**src/rtl/afu_mmio_pkg.sv**
```systemverilog
// afu_mmio_pkg
//   Shared MMIO definitions for the AFU write path.
//   MMIO_ADDR_W / MMIO_DATA_W : MMIO address and data widths.
//   t_mmio_wr_entry           : one queued MMIO write {addr, data}.
package afu_mmio_pkg;

  localparam int MMIO_ADDR_W = 16;
  localparam int MMIO_DATA_W = 64;

  typedef struct packed {
    logic [MMIO_ADDR_W-1:0] addr;
    logic [MMIO_DATA_W-1:0] data;
  } t_mmio_wr_entry;

endpackage

```
**src/rtl/mmio_wr_queue.sv**
```systemverilog
// mmio_wr_queue
//   First-word fall-through queue for CCI-P MMIO writes. Writes that
//   arrive while the queue is full (and nothing pops) are dropped and
//   recorded in a sticky overflow flag and a saturating drop counter.
//
// Ports
//   clk, rst                : clock, asynchronous active-high reset
//   wr_valid/addr/data      : MMIO write presented this cycle (no back-pressure)
//   out_valid/ready/addr/data : head entry, valid/ready handshake
//   count, full, empty      : occupancy
//   overflow, clr_overflow  : sticky drop flag and its synchronous clear
//   drop_count              : saturating count of dropped writes
//
// Handshake: an entry leaves the queue on a clk edge where out_valid and
// out_ready are both 1; out_valid never depends on out_ready, and the head
// stays stable until it is taken. The write side has no ready: a write
// either enters the queue or is counted as dropped.
module mmio_wr_queue
  import afu_mmio_pkg::*;
#(
  parameter int DEPTH  = 8,
  parameter int ADDR_W = 16,
  parameter int DATA_W = 64
) (
  input  logic                     clk,
  input  logic                     rst,
  input  logic                     wr_valid,
  input  logic [ADDR_W-1:0]        wr_addr,
  input  logic [DATA_W-1:0]        wr_data,
  output logic                     out_valid,
  input  logic                     out_ready,
  output logic [ADDR_W-1:0]        out_addr,
  output logic [DATA_W-1:0]        out_data,
  output logic [$clog2(DEPTH):0]   count,
  output logic                     full,
  output logic                     empty,
  output logic                     overflow,
  input  logic                     clr_overflow,
  output logic [15:0]              drop_count
);

  localparam int PW = $clog2(DEPTH);
  localparam int CW = PW + 1;

  // Entries are stored in the shared package struct; the casts adapt the
  // port widths to the package widths (identical at the defaults).
  t_mmio_wr_entry mem [DEPTH];
  t_mmio_wr_entry wr_entry;
  t_mmio_wr_entry head_entry;

  logic [PW-1:0] wr_ptr;
  logic [PW-1:0] rd_ptr;
  logic          push;
  logic          pop;
  logic          drop;

  assign empty     = (count == '0);
  assign full      = (count == CW'(DEPTH));
  assign out_valid = !empty;

  // No transfer may happen on an edge where rst is high, including the
  // unreset storage write below.
  assign pop  = out_valid && out_ready && !rst;
  assign push = wr_valid && (!full || pop) && !rst;
  assign drop = wr_valid && full && !pop && !rst;

  always_comb begin
    wr_entry      = '0;
    wr_entry.addr = MMIO_ADDR_W'(wr_addr);
    wr_entry.data = MMIO_DATA_W'(wr_data);
  end

  assign head_entry = mem[rd_ptr];
  assign out_addr   = ADDR_W'(head_entry.addr);
  assign out_data   = DATA_W'(head_entry.data);

  // Storage is intentionally not reset.
  always_ff @(posedge clk) begin
    if (push) begin
      mem[wr_ptr] <= wr_entry;
    end
  end

  // Pointers wrap naturally because DEPTH is a power of two.
  always_ff @(posedge clk or posedge rst) begin
    if (rst) begin
      wr_ptr <= '0;
      rd_ptr <= '0;
      count  <= '0;
    end else begin
      if (push) wr_ptr <= wr_ptr + PW'(1);
      if (pop)  rd_ptr <= rd_ptr + PW'(1);
      if (push && !pop) begin
        count <= count + CW'(1);
      end else if (pop && !push) begin
        count <= count - CW'(1);
      end
    end
  end

  // A drop in the same cycle as clr_overflow wins: the flag stays set and
  // the counter restarts at 1 rather than 0.
  always_ff @(posedge clk or posedge rst) begin
    if (rst) begin
      overflow   <= 1'b0;
      drop_count <= '0;
    end else begin
      if (drop) begin
        overflow <= 1'b1;
      end else if (clr_overflow) begin
        overflow <= 1'b0;
      end

      if (drop) begin
        if (clr_overflow) begin
          drop_count <= 16'd1;
        end else if (drop_count != 16'hFFFF) begin
          drop_count <= drop_count + 16'd1;
        end
      end else if (clr_overflow) begin
        drop_count <= '0;
      end
    end
  end

endmodule
```
**config.mk**
```make
export PLATFORM = sky130hd
export DESIGN_NAME = mmio_wr_queue
export DESIGN_NICKNAME = d
export VERILOG_FILES = /design/src/rtl/afu_mmio_pkg.sv /design/src/rtl/mmio_wr_queue.sv
export SDC_FILE = /design/constraint.sdc
export NUM_CORES = 1
export LEC_CHECK = 0
export ABC_AREA = 1
export BUFFER_PORTS_ARGS = -buffer_cell sky130_fd_sc_hd__buf_4
export CORE_UTILIZATION = 35
export CTS_BUF_LIST = sky130_fd_sc_hd__clkbuf_8
export CTS_CLUSTER_SIZE = 14
export DETAILED_ROUTE_END_ITERATION = 8
export PLACE_DENSITY = 0.59
export SKIP_LAST_GASP = 1
export SYNTH_ARGS = -nofsm -noshare
export SYNTH_HDL_FRONTEND = slang
export SYNTH_SLANG_ARGS = --single-unit
```
**constraint.sdc**
```tcl
create_clock -name clk -period 5.9 [get_ports clk]
set_input_delay 1.475 -clock clk [delete_from_list [all_inputs] [get_ports clk]]
set_output_delay 1.475 -clock clk [all_outputs]
set_load 0.005 [all_outputs]
```
Yosys cells after proc, flatten, opt, wreduce, memory -nomap -nowiden
Memories as Yosys holds them, arrays and structs flattened.
Cells that the tools add are included.
{ "totals": {"mem_count": 1, "wordCells": 43, "inputBits": 85, "output_inout_bits": 104, "regBits": 27, "mem_bits_rw": 640} }
{ "mem_list": {"columns": ["memory", "words", "word_bits", "read_ports", "rd_clocked_by_memory_dff", "write_ports", "line_no", "text"], "rows": [
  ["mem", 8, 80, 1, 0, 1, "mmio_wr_queue.sv:47", "t_mmio_wr_entry mem [DEPTH];"]
]} }
{ "op_classes": {"muxes": 10, "reduce_logical": 20, "addsub": 5, "eq_ne": 2} }
{ "ops": {"columns": ["op", "count"], "rows": [
  ["16-bit two-way mux", 4],
  ["16-bit by 1-bit adder with 16-bit output, second input constant", 1],
  ["16-bit inequality test, second input constant", 1],
  ["1-bit logical AND", 9],
  ["4-bit two-way mux", 2],
  ["3-bit by 1-bit adder with 3-bit output, second input constant", 2],
  ["2-bit nonzero test", 3],
  ["1-bit zero test", 5],
  ["4-bit by 1-bit adder with 4-bit output, second input constant", 1],
  ["4-bit == test, second input constant", 1],
  ["4-bit zero test", 1],
  ["1-bit two-way mux", 4],
  ["4-bit by 1-bit subtractor with 4-bit output, second input constant", 1],
  ["2-bit AND reduction", 1],
  ["1-bit logical OR", 1]
]} }

Depth between registers and ports, before layout
Gate-level depths: netlist of run 1.
{ "depth": {"ltp_word": 11, "ltp_mapped": 14, "mapped_depth_nobuf": 14} }

Worst setup path before layout of run 1
OpenSTA, ideal clock, no wires.
{ "synth_timing": {"kind": "input to register", "start": "in rst", "end": "mem mem[0][0] (netlist bit), enable pin", "stages": 6, "setup_time_ps": 519, "slack_ps": -753, "t_arrival_ps": 6135, "cell_sequence": "inv_1 -> nand2_1 -> nand3_1 -> nand2_1 -> or2_2 -> nor2_1"} }
{ "synth_via": {"elab_chain_len": 7} }
{ "synth_rtl": {"columns": ["element", "line_no", "text"], "rows": [
  ["from (decl)", "mmio_wr_queue.sv:26", "input logic rst,"],
  ["1-bit zero test (no source line) (*)", null, null],
  ["1-bit logical AND", "mmio_wr_queue.sv:63", "assign pop = out_valid && out_ready && !rst;"],
  ["1-bit logical OR", "mmio_wr_queue.sv:64", "assign push = wr_valid && (!full || pop) && !rst;"],
  ["1-bit logical AND", "mmio_wr_queue.sv:64", null],
  ["1-bit logical AND (*)", "mmio_wr_queue.sv:64", null],
  ["1-bit two-way mux (*)", "mmio_wr_queue.sv:79", "if (push) begin"],
  ["1-bit two-way mux (not written as such) (*)", "mmio_wr_queue.sv:80", "mem[wr_ptr] <= wr_entry;"],
  ["to (decl)", "mmio_wr_queue.sv:47", null]
]} }
Every way passes the cells marked *; elsewhere a longest branch is shown, timed or not.

Worst setup path in the final report of run 1
{ "layout_timing": {"start": "reg rd_ptr[0]", "end": "out out_data[21]"} }
{ "layout_via": {"elab_chain_len": 1} }
{ "layout_rtl": {"columns": ["element", "line_no", "text"], "rows": [
  ["from (decl)", "mmio_wr_queue.sv:52", "logic [PW-1:0] rd_ptr;"],
  ["from (signal assigned)", "mmio_wr_queue.sv:92", "if (pop) rd_ptr <= rd_ptr + PW'(1);"],
  ["memory 8 x 80 bit", null, null],
  ["to (decl)", "mmio_wr_queue.sv:33", "output logic [DATA_W-1:0] out_data,"]
]} }
Every way passes these cells.

==> results of run 1 <==
cell families (layout without fill, tap and decap cells):
logic type	after synthesis	after routing
xor gates and xnor gates	13	13
AOI/OAI and AO/OA	486	486
other	0	2
buffers and inverters	160	440
adders and majority gates	7	7
and+or+nand+nor	876	876
DFF	667	667
power groups by stage:
stage                     Clock (µW)  Combinational, µW  Sequential, µW
after global placement             0               4770            5960
after CTS                       3680               4830            5870
after floorplan                    0               2960            5760
after global routing            3900               5330            5910
final                           3580               4730            5870
after detailed placement           0               4810            5970
synth_stat cells, drive strengths merged:
cell / instances
or2: 2
fa: 1
xor2: 8
edfxtp: 640
xnor2: 5
nand4: 8
buf: 57
nor2: 510
ha: 6
dfrtp: 27
nand2: 340
nand3b: 2
clkbuf: 68
o21ai: 486
nand3: 14
inv: 35
cell type report:
cell class                 instances  area (µm²)
antenna                            2        5.00
clock buffer                     110        1510
clock inverter                    81         395
fill                            7012       43800
inverter                          35         140
multi-input combinational       1382        6050
sequential                       667       19900
tap                              969        1210
timing repair buffer             214        1760
metal layers:
layer	share of wire, %	wire length [µm]	GRT usage (%)	vias up
met2	48	30900	27.3	443
met1	44	28700	21.9	8488
li1	-	-	-	8140
met4	2.1	1350	5.58	16
met5	0.16	105	0	-
met3	5.4	3480	3.50	116
worst register-to-register path, delay by kind of cell (launching register included):
kind          cells  cell delay, ns
flops             1            0.49
simple gates      5            1.51
buf+inv           1            0.34
worst paths after layout:
kind	endpoint	slack (ns)
setup / recovery	out_data[21]	0.89
hold / removal	wr_ptr[0]$_DFFE_PP0P_	0.54
setup reg to reg	mem[6][42]$_DFFE_PP_	3.20
hold reg to reg	wr_ptr[0]$_DFFE_PP0P_	0.54
max in group asynchronous	rd_ptr[1]$_DFFE_PP0P_	4.71
min in group asynchronous	drop_count[5]$_DFFE_PP0P_	0.85
sequential cells by signal, summed over array words and instances, names as in the netlist:
| register | cells |
|---|---|
| mem | 640 |
| drop_count | 16 |
| count | 4 |
| rd_ptr | 3 |
| wr_ptr | 3 |
| overflow | 1 |
cell usage in the layout (no fill, tap or decap):
cell type	instances
bufinv_16	2
inv_6	1
dfrtp_4	3
nand4_1	8
nor2_4	8
buf_12	12
ha_1	6
nor2_1	500
inv_2	2
inv_1	67
clkinvlp_4	3
inv_8	2
clkinv_2	9
nand2_2	1
o21ai_1	209
clkinv_1	29
nor2_2	2
dfrtp_1	24
nand3b_1	2
xnor2_1	5
buf_4	202
xor2_1	8
clkbuf_8	110
fa_1	1
diode_2	2
clkinv_4	1
nand3_1	14
nand2_1	339
or2_2	2
edfxtp_1	640
o21ai_0	277
per-stage QoR:
| stage | hold slack [ns] | total power [µW] |
|---|---|---|
| floorplan | 0.474 | 8720 |
| global placement | 0.512 | 10700 |
| detailed placement | 0.532 | 10800 |
| CTS | 0.548 | 14400 |
| global route | 0.574 | 15100 |
| finish | 0.545 | 14200 |
==> impl_metrics.toml, run 1 <==
[logic_synthesis]
yosys_warnings = 0
synth.top_cell.area_share_pct = 72.3
yosys-top-cells-area = "edfxtp_1 72%, nor2_1 7.2%, o21ai_0 5.2%"
synth_compound_area_share_pct = 9.15
synth_adder_area_share_pct = 0.358
synth_largest_area_cell = "edfxtp_1"
avgSynthCellArea_um2 = 12.0
synth-xor-area-share_pct = 0.428
synth.distinct_cells = 23
synth_top_family_by_area = "simple AND/OR/NAND/NOR gates"
synth_fp_nets = 2301
syn-cell-area_mm2 = 0.0266
yosys-mux-area-fraction_pct = 0
yosys.area_share.simple_pct = 12.6
synth-seq-cells = 667
synth_cells = 2209
yosysSeqAreaShare_pct = 74.8

[sta]
setup_viol = 0
setup_ws_ns = 0.888
fin_crit_sh_pct = 84.9
totalNegativeSetupSlack_ns = 0
max_freq_ghz = 0.200
timing_hold_violations_final = 0
tightestPinTransition_ns = 1.15
slew_viol_final = 0
clock_skew_ns = 0.0377
min_period_ns = 5.01
grt_setup_unrepaired = "false"
relSlewSlack_pct = 23.1

[drt]
wirelength_mm = 64.6
wire_per_inst_um = 18.7
ant_nets = 0
via_count = 17200
post-route-drc-count = 0
via_per_inst = 4.97
drt-initial-drc-count = 1293
drtPass1Iterations = 5

[setup_path]
worst_path_max_delay_cell = "dfrtp_4"
critPathKind = "reg2out"
end_kind = "primary output"
worstSetupStartpoint = "rd_ptr[0]$_DFFE_PP0P_"
crit_chain = "buf_12, nor2_1, nor2_1, o21ai_0, o21ai_1, nand2_1, nand2_1, buf_4"
startpoint_type = "flop"
required_ns = 4.43
cp_max_fo = 249
path_depth = 8
critPathTopFamily = "flip-flops"
rr_worst_depth = 6
crit_buf_inv = 2
critPathArrivalTime_ns = 3.54
max_stage_delay_ns = 0.96
reg2reg_from = "count[0]$_DFFE_PP0P_"

[power_and_ir_drop]
p_comb_share_pct = 33.4
peakVddDrop_uv = 445
swShare_pct = 36.0
intPower_uw = 9070
clkPwrFrac_pct = 25.2
p_switching_uw = 5110
leakagePower_uw = 0.0110
seqPwrFrac_pct = 41.4
powerDensity_mw_per_mm2 = 458

[floorplanning]
die_area_mm2 = 0.0770
rows = 100
num_io_pins = 189
dieWidth_um = 278
die_h_um = 278
start_util_pct = 35.5
core_area_mm2 = 0.0748

[clocking]
clk_latency_ns = 0.71
cts_max_path_buffers = 3
post_cts_resized = 0
hold_buffers = 0
clk_pin_slew_ns = 0.06
cts_tree = "done"
cts_inserted_buffers = 109
post_cts_buffers = 0
cts_root_buffer = "clkbuf_8"
cts_max_level = 3
clock_sink_count = 667

[global_route]
grt_usage_pct = 16.6
grt_pass1_vias = 16900
grt_max_degree = 250
grt_antenna_before_repair = 10
grt_pass1_wl_mm = 99.4
grt-ovfl-total = 0

[flow_run]
cap_violations = 0

[layout]
syn2layout_area_growth_pct = 16.5
final_util_pct = 41.4
fin_cells = 3460
nets = 2501
fin_area_mm2 = 0.0310
drive_above_1_share_pct = 14.5

[placed_design]
place_congestion = 0.803
post-place-ws_ns = 1.54
dpl.cell_count = 3267
dp_hpwl_mm = 35.2
port_buffers = 188
placed_cell_area_mm2 = 0.0291

[outcome]
status = "finished clean"

[hold_path]
whs_path_depth = 2
worstHoldStart = "wr_ptr[0]$_DFFE_PP0P_"
hp-class = "reg2reg"
Note: power is estimated with default switching activity, not from simulation.
==> inputs of run 2 (changes only) <==
==> constraint.sdc (replaced) <==
create_clock -name clk -period 5.1 [get_ports clk]
set_input_delay 1.275 -clock clk [delete_from_list [all_inputs] [get_ports clk]]
set_output_delay 1.275 -clock clk [all_outputs]
set_load 0.005 [all_outputs]
==> run 2 against run 1 <==
- final area is 0.33% higher
- clock power is 16% higher
- register-to-register slack worse by 0.54 ns
- critical path type unchanged
- critical endpoint is now out_data[19]
==> impl_metrics.toml, run 2 (synthesized netlist as in run 1, its figures left out) <==
[outcome]
status = "finished clean"

[placed_design]
dp_hpwl_mm = 32.5
placed_cell_area_mm2 = 0.0291
port_buffers = 188
dpl.cell_count = 3271
place_congestion = 0.802

[layout]
nets = 2505
drive_above_1_share_pct = 14.6
layout_commonest_cell = "edfxtp_1"
largest_register_ffs = 640
final_util_pct = 41.5
syn2layout_area_growth_pct = 16.9
n_fill_cell = 6983
fin_area_mm2 = 0.0311
fin_cells = 3465
layout_common_cells = "640 x edfxtp_1, 500 x nor2_1, 339 x nand2_1"
largestRegisters = "mem x640, drop_count x16, count x4"
top_register = "mem"

[sta]
max_freq_ghz = 0.226
grt_setup_unrepaired = "false"
slew_viol_final = 0
min_period_ns = 4.42
tightestPinTransition_ns = 0.922
worst_hold_slack_ns = 0.537
fin_crit_sh_pct = 86.6
clock_skew_ns = 0.0340
setup_viol = 0
relSlewSlack_pct = 38.3
timing_hold_violations_final = 0

[floorplanning]
rows = 100
dieWidth_um = 278
die_h_um = 278
core_area_mm2 = 0.0748
num_io_pins = 189
die_area_mm2 = 0.0770
start_util_pct = 35.5

[drt]
drtPass1Iterations = 5
wire_per_inst_um = 18.2
via_count = 17100
via_per_inst = 4.93
drt-initial-drc-count = 1109
post-route-drc-count = 0
ant_nets = 0
wirelength_mm = 62.9

[clocking]
post_cts_resized = 0
clk_pin_slew_ns = 0.06
clk_latency_ns = 0.70
cts_max_level = 3
cts_inserted_buffers = 109
cts_max_path_buffers = 3
hold_buffers = 0
cts_root_buffer = "clkbuf_8"
cts_tree = "done"
clock_sink_count = 667
post_cts_buffers = 0

[hold_path]
worstHoldStart = "overflow$_DFFE_PP0P_"
whs_endpoint = "overflow$_DFFE_PP0P_"
whs_path_depth = 2
hp-class = "reg2reg"

[global_route]
grt_usage_pct = 16.2
grt_pass1_vias = 17000
grt_antenna_before_repair = 8
grt-ovfl-total = 0
grt_max_degree = 163
grt_pass1_wl_mm = 97.2

[setup_path]
reg2reg_slack_ns = 2.66
rr_worst_depth = 8
critPathKind = "reg2out"
required_ns = 3.83
reg2reg_from = "count[3]$_DFFE_PP0P_"
startpoint_type = "flop"
critPathArrivalTime_ns = 3.14
cp_max_fo = 104
end_kind = "primary output"
r2r_end = "mem[3][36]$_DFFE_PP_"

[power_and_ir_drop]
peakVddDrop_uv = 393
leakagePower_uw = 0.0111
power.total_uw = 16400
powerDensity_mw_per_mm2 = 528

[flow_run]
cap_violations = 0
## run 2: cell types whose count changed in the layout (fill, tap and decap cells not counted), sizes merged
| cell | change |
|---|---|
| clkinv | -11 |
| inv | +9 |
| buf | +4 |
| clkbuf | +3 |
## run 2: how the worst max path moves through the flow
| stage | start | to | slack [ns] | depth (start not counted) |
|---|---|---|---|---|
| 2_1_floorplan | rst | mem[1][0]$_DFFE_PP_ | -1.25 | 7 |
| 3_3_place_gp | rd_ptr[0]$_DFFE_PP0P_ | out_data[3] | 1.38 | 7 |
| 3_5_place_dp | rd_ptr[0]$_DFFE_PP0P_ | out_data[27] | 1.38 | 7 |
| 4_1_cts | rd_ptr[0]$_DFFE_PP0P_ | out_data[27] | 0.61 | 7 |
| 5_1_grt | rd_ptr[0]$_DFFE_PP0P_ | out_data[52] | 0.45 | 7 |
| 6_report | rd_ptr[0]$_DFFE_PP0P_ | out_data[19] | 0.68 | 7 |
## run 2: stage by stage
stage / TNS [ns] / worst slack (ns)
6_report: 0 / 0.682
5_1_grt: 0 / 0.446
4_1_cts: 0 / 0.607
3_5_place_dp: 0 / 1.38
3_3_place_gp: 0 / 1.38
2_1_floorplan: -398.96 / -1.25
## run 2: cell type report
type / instances / area (µm²) / area share [%]
Antenna cell: 2 / 5.00 / 0.0161
Clock buffer: 113 / 1560 / 5.00
Clock inverter: 79 / 377 / 1.21
Inverter: 35 / 140 / 0.451
Multi-Input combinational cell: 1382 / 6050 / 19.5
Sequential cell: 667 / 19900 / 64.0
Tap cell: 969 / 1210 / 3.90
Timing Repair Buffer: 218 / 1840 / 5.91
## run 2: report_power, final
group          switching [µW]  internal, µW
registers                 321          6440
logic                    3470          2010
clock network            2020          2130
total                    5810         10600
## run 2: worst max-delay path, cell delays in order (launching register included)
cell     delay, ns
dfrtp_4       0.71
inv_8         0.54
buf_4         0.49
nor2_1        0.07
o21ai_1       0.17
nand2_1       0.06
nand2_1       0.18
buf_4         0.15
## run 2: metal layers
layer	share of wire [%]	global-route usage [%]	vias to the layer above	wire, µm
met5	0.13	0	-	84
met4	2.1	5.57	12	1310
met3	5.7	3.69	114	3620
met2	49	27.5	393	30600
met1	43	20.4	8399	27400
li1	-	-	8149	-
==> inputs of run 3 (changes only) <==
--- a/config.mk
+++ b/config.mk
@@ -5,13 +5,12 @@
 export SDC_FILE = /design/constraint.sdc
 export NUM_CORES = 1
 export LEC_CHECK = 0
-export ABC_AREA = 1
 export BUFFER_PORTS_ARGS = -buffer_cell sky130_fd_sc_hd__buf_4
 export CORE_UTILIZATION = 35
 export CTS_BUF_LIST = sky130_fd_sc_hd__clkbuf_8
 export CTS_CLUSTER_SIZE = 14
 export DETAILED_ROUTE_END_ITERATION = 8
-export PLACE_DENSITY = 0.59
+export PLACE_DENSITY = 0.48
 export SKIP_LAST_GASP = 1
 export SYNTH_ARGS = -nofsm -noshare
 export SYNTH_HDL_FRONTEND = slang
==> run 3 against run 2 <==
- setup slack gained 0.24 ns
- sequential share of layout area grew 1.4 points
- fmax grew 5.8%
- critical path depth shrank 3
- via count shrank 30%
- total power shrank 5.0%
- largest cell class unchanged
- highest routed layer unchanged
==> impl_metrics.toml, run 3 <==
[outcome]
status = "finished clean"

[layout]
nets = 1464
largest_register_ffs = 640
syn2layout_area_growth_pct = 19.3
layout_common_cells = "640 x edfxtp_1, 209 x buf_4, 160 x mux4_2"
top_register = "mem"
drive_above_1_share_pct = 42.3
largestRegisters = "mem x640, drop_count x16, count x4"
layout_commonest_cell = "edfxtp_1"

[logic_synthesis]
synth_fp_nets = 1175
synth_edf_count = 640
synth_largest_area_cell = "edfxtp_1"
synth.distinct_cells = 46
synth.top_cell.area_share_pct = 75.4
syn-cell-area_mm2 = 0.0255
avgSynthCellArea_um2 = 23.5
yosys-top-cells-area = "edfxtp_1 75%, mux4_2 14%, mux2_2 3.7%"
synthTopCellsByCount = "640 x edfxtp_1, 160 x mux4_2, 84 x mux2_2"
yosys_warnings = 0
ys_async_sr_fraction_pct = 4.05
yosysMostFrequentCell = "edfxtp_1"
synth-seq-cells = 667
yosysSeqAreaShare_pct = 78.0
dominantRegCellSynth = "edfxtp_1"
synth_cells = 1083

[setup_path]
critPathKind = "reg2out"
critPathTopFamily = "multiplexers"
rr_worst_depth = 11
required_ns = 3.83
reg2reg_slack_ns = 2.30
end_kind = "primary output"
worst_path_max_delay_cell = "dfrtp_4"
cp_max_fo = 52
max_stage_delay_ns = 0.69
crit_chain = "buf_12, mux4_2, mux2_2, buf_4"
startpoint_type = "flop"
path_depth = 4
r2r_end = "count[3]$_DFFE_PP0P_"
critPathArrivalTime_ns = 2.90
crit_buf_inv = 2
reg2reg_from = "count[0]$_DFFE_PP0P_"
worstSetupStartpoint = "rd_ptr[0]$_DFFE_PP0P_"
worstSetupEndpoint = "out_data[12]"

[drt]
wire_per_inst_um = 23.2
drtPass1Iterations = 6
post-route-drc-count = 0
wirelength_mm = 56.1
drt-initial-drc-count = 641
via_count = 11900
ant_nets = 0
via_per_inst = 4.92

[hold_path]
hp-class = "reg2reg"
worstHoldStart = "overflow$_DFFE_PP0P_"

[sta]
min_period_ns = 4.18
setup_ws_ns = 0.924
slew_viol_final = 0
relSlewSlack_pct = 41.6
clock_skew_ns = 0.0280
tightestPinTransition_ns = 0.876
fin_crit_sh_pct = 81.9
setup_viol = 0
timing_hold_violations_final = 0
grt_setup_unrepaired = "false"
worst_hold_slack_ns = 0.484
max_freq_ghz = 0.239

[power_and_ir_drop]
powerDensity_mw_per_mm2 = 512
leakagePower_uw = 0.0101
peakVddDrop_uv = 231
power.total_uw = 15600

[clocking]
cts_max_path_buffers = 3
cts_root_buffer = "clkbuf_8"
post_cts_resized = 0
cts_max_level = 3
clk_latency_ns = 0.71
cts_tree = "done"
post_cts_buffers = 0
hold_buffers = 0
cts_inserted_buffers = 114
clock_sink_count = 667
clk_pin_slew_ns = 0.05

[floorplanning]
rows = 98
die_area_mm2 = 0.0739
num_io_pins = 189
start_util_pct = 35.5
core_area_mm2 = 0.0717
dieWidth_um = 272
die_h_um = 272

[placed_design]
port_buffers = 188
post-place-ws_ns = 1.56
place_congestion = 0.715
dp_hpwl_mm = 30.4

[flow_run]
cap_violations = 0

[global_route]
grt-ovfl-total = 0
grt_max_degree = 53
grt_usage_pct = 15.4
grt_pass1_vias = 13200
grt_pass1_wl_mm = 83.5
grt_antenna_before_repair = 6
==> run 3: final cells by class <==
type                    count  area, µm²
diodes                      1       2.50
clock buffers             120       1650
well taps                 950       1190
fillers                  6284      41300
multi-input cells         360       5420
flip-flops and latches    667      19900
inverters                   7       26.3
clock inverters            89        393
repair buffers            222       1830
==> run 3: stage by stage <==
stage               utilization, %  instance area, µm²  cells  TNS (ns)
CTS                           42.4               30400   2415         0
global route                  42.4               30400   2416         0
detailed placement            39.5               28400   2206         0
global placement              39.5               28400   2206         0
finish                        42.4               30400   2416         0
floorplan                        -               25500   1083   -406.91
==> run 3: cell families after synthesis <==
logic type                 after synthesis  synth area share (%)
buffers and inverters                   56                 0.982
DFF                                    667                  78.0
and+or+nand+nor                         66                  1.60
xor gates and xnor gates                 7                 0.240
adders and majority gates                7                 0.373
AOI/OAI and AO/OA                       35                 0.883
muxes                                  245                  17.9
==> run 3: worst min path at each step <==
| stage | slack, ns | endpoint | cells past startpoint |
|---|---|---|---|
| 2_1_floorplan | 0.48 | overflow$_DFFE_PP0P_ | 1 |
| 4_1_cts | 0.49 | overflow$_DFFE_PP0P_ | 1 |
| 3_5_place_dp | 0.48 | overflow$_DFFE_PP0P_ | 1 |
| 6_report | 0.48 | overflow$_DFFE_PP0P_ | 1 |
| 3_3_place_gp | 0.47 | overflow$_DFFE_PP0P_ | 1 |
| 5_1_grt | 0.51 | overflow$_DFFE_PP0P_ | 1 |
==> run 3: where the power goes <==
group	internal [µW]	switching, µW
logic	2500	1950
clock network	2210	2100
registers	6460	353
==> run 3: worst reg2reg max path, cell delays in order, from the launching register on <==
cell and delay, ns:
dfrtp_1 0.48, or4_2 0.71, inv_1 0.09, nor3_1 0.09
inv_1 0.07, ha_1 0.16, inv_1 0.09, ha_1 0.28
a21o_2 0.21, a21oi_1 0.16, mux2i_1 0.23, xnor2_1 0.13
==> run 3: metal layers <==
layer / global-route usage, % / wire length (µm) / vias up / share of wire (%)
met4: 5.12 / 1410 / 10 / 2.5
met5: 0 / 67 / - / 0.12
li1: - / - / 5211 / -
met1: 19.6 / 24000 / 6305 / 43
met3: 3.97 / 2690 / 109 / 4.8
met2: 25.6 / 27900 / 250 / 50
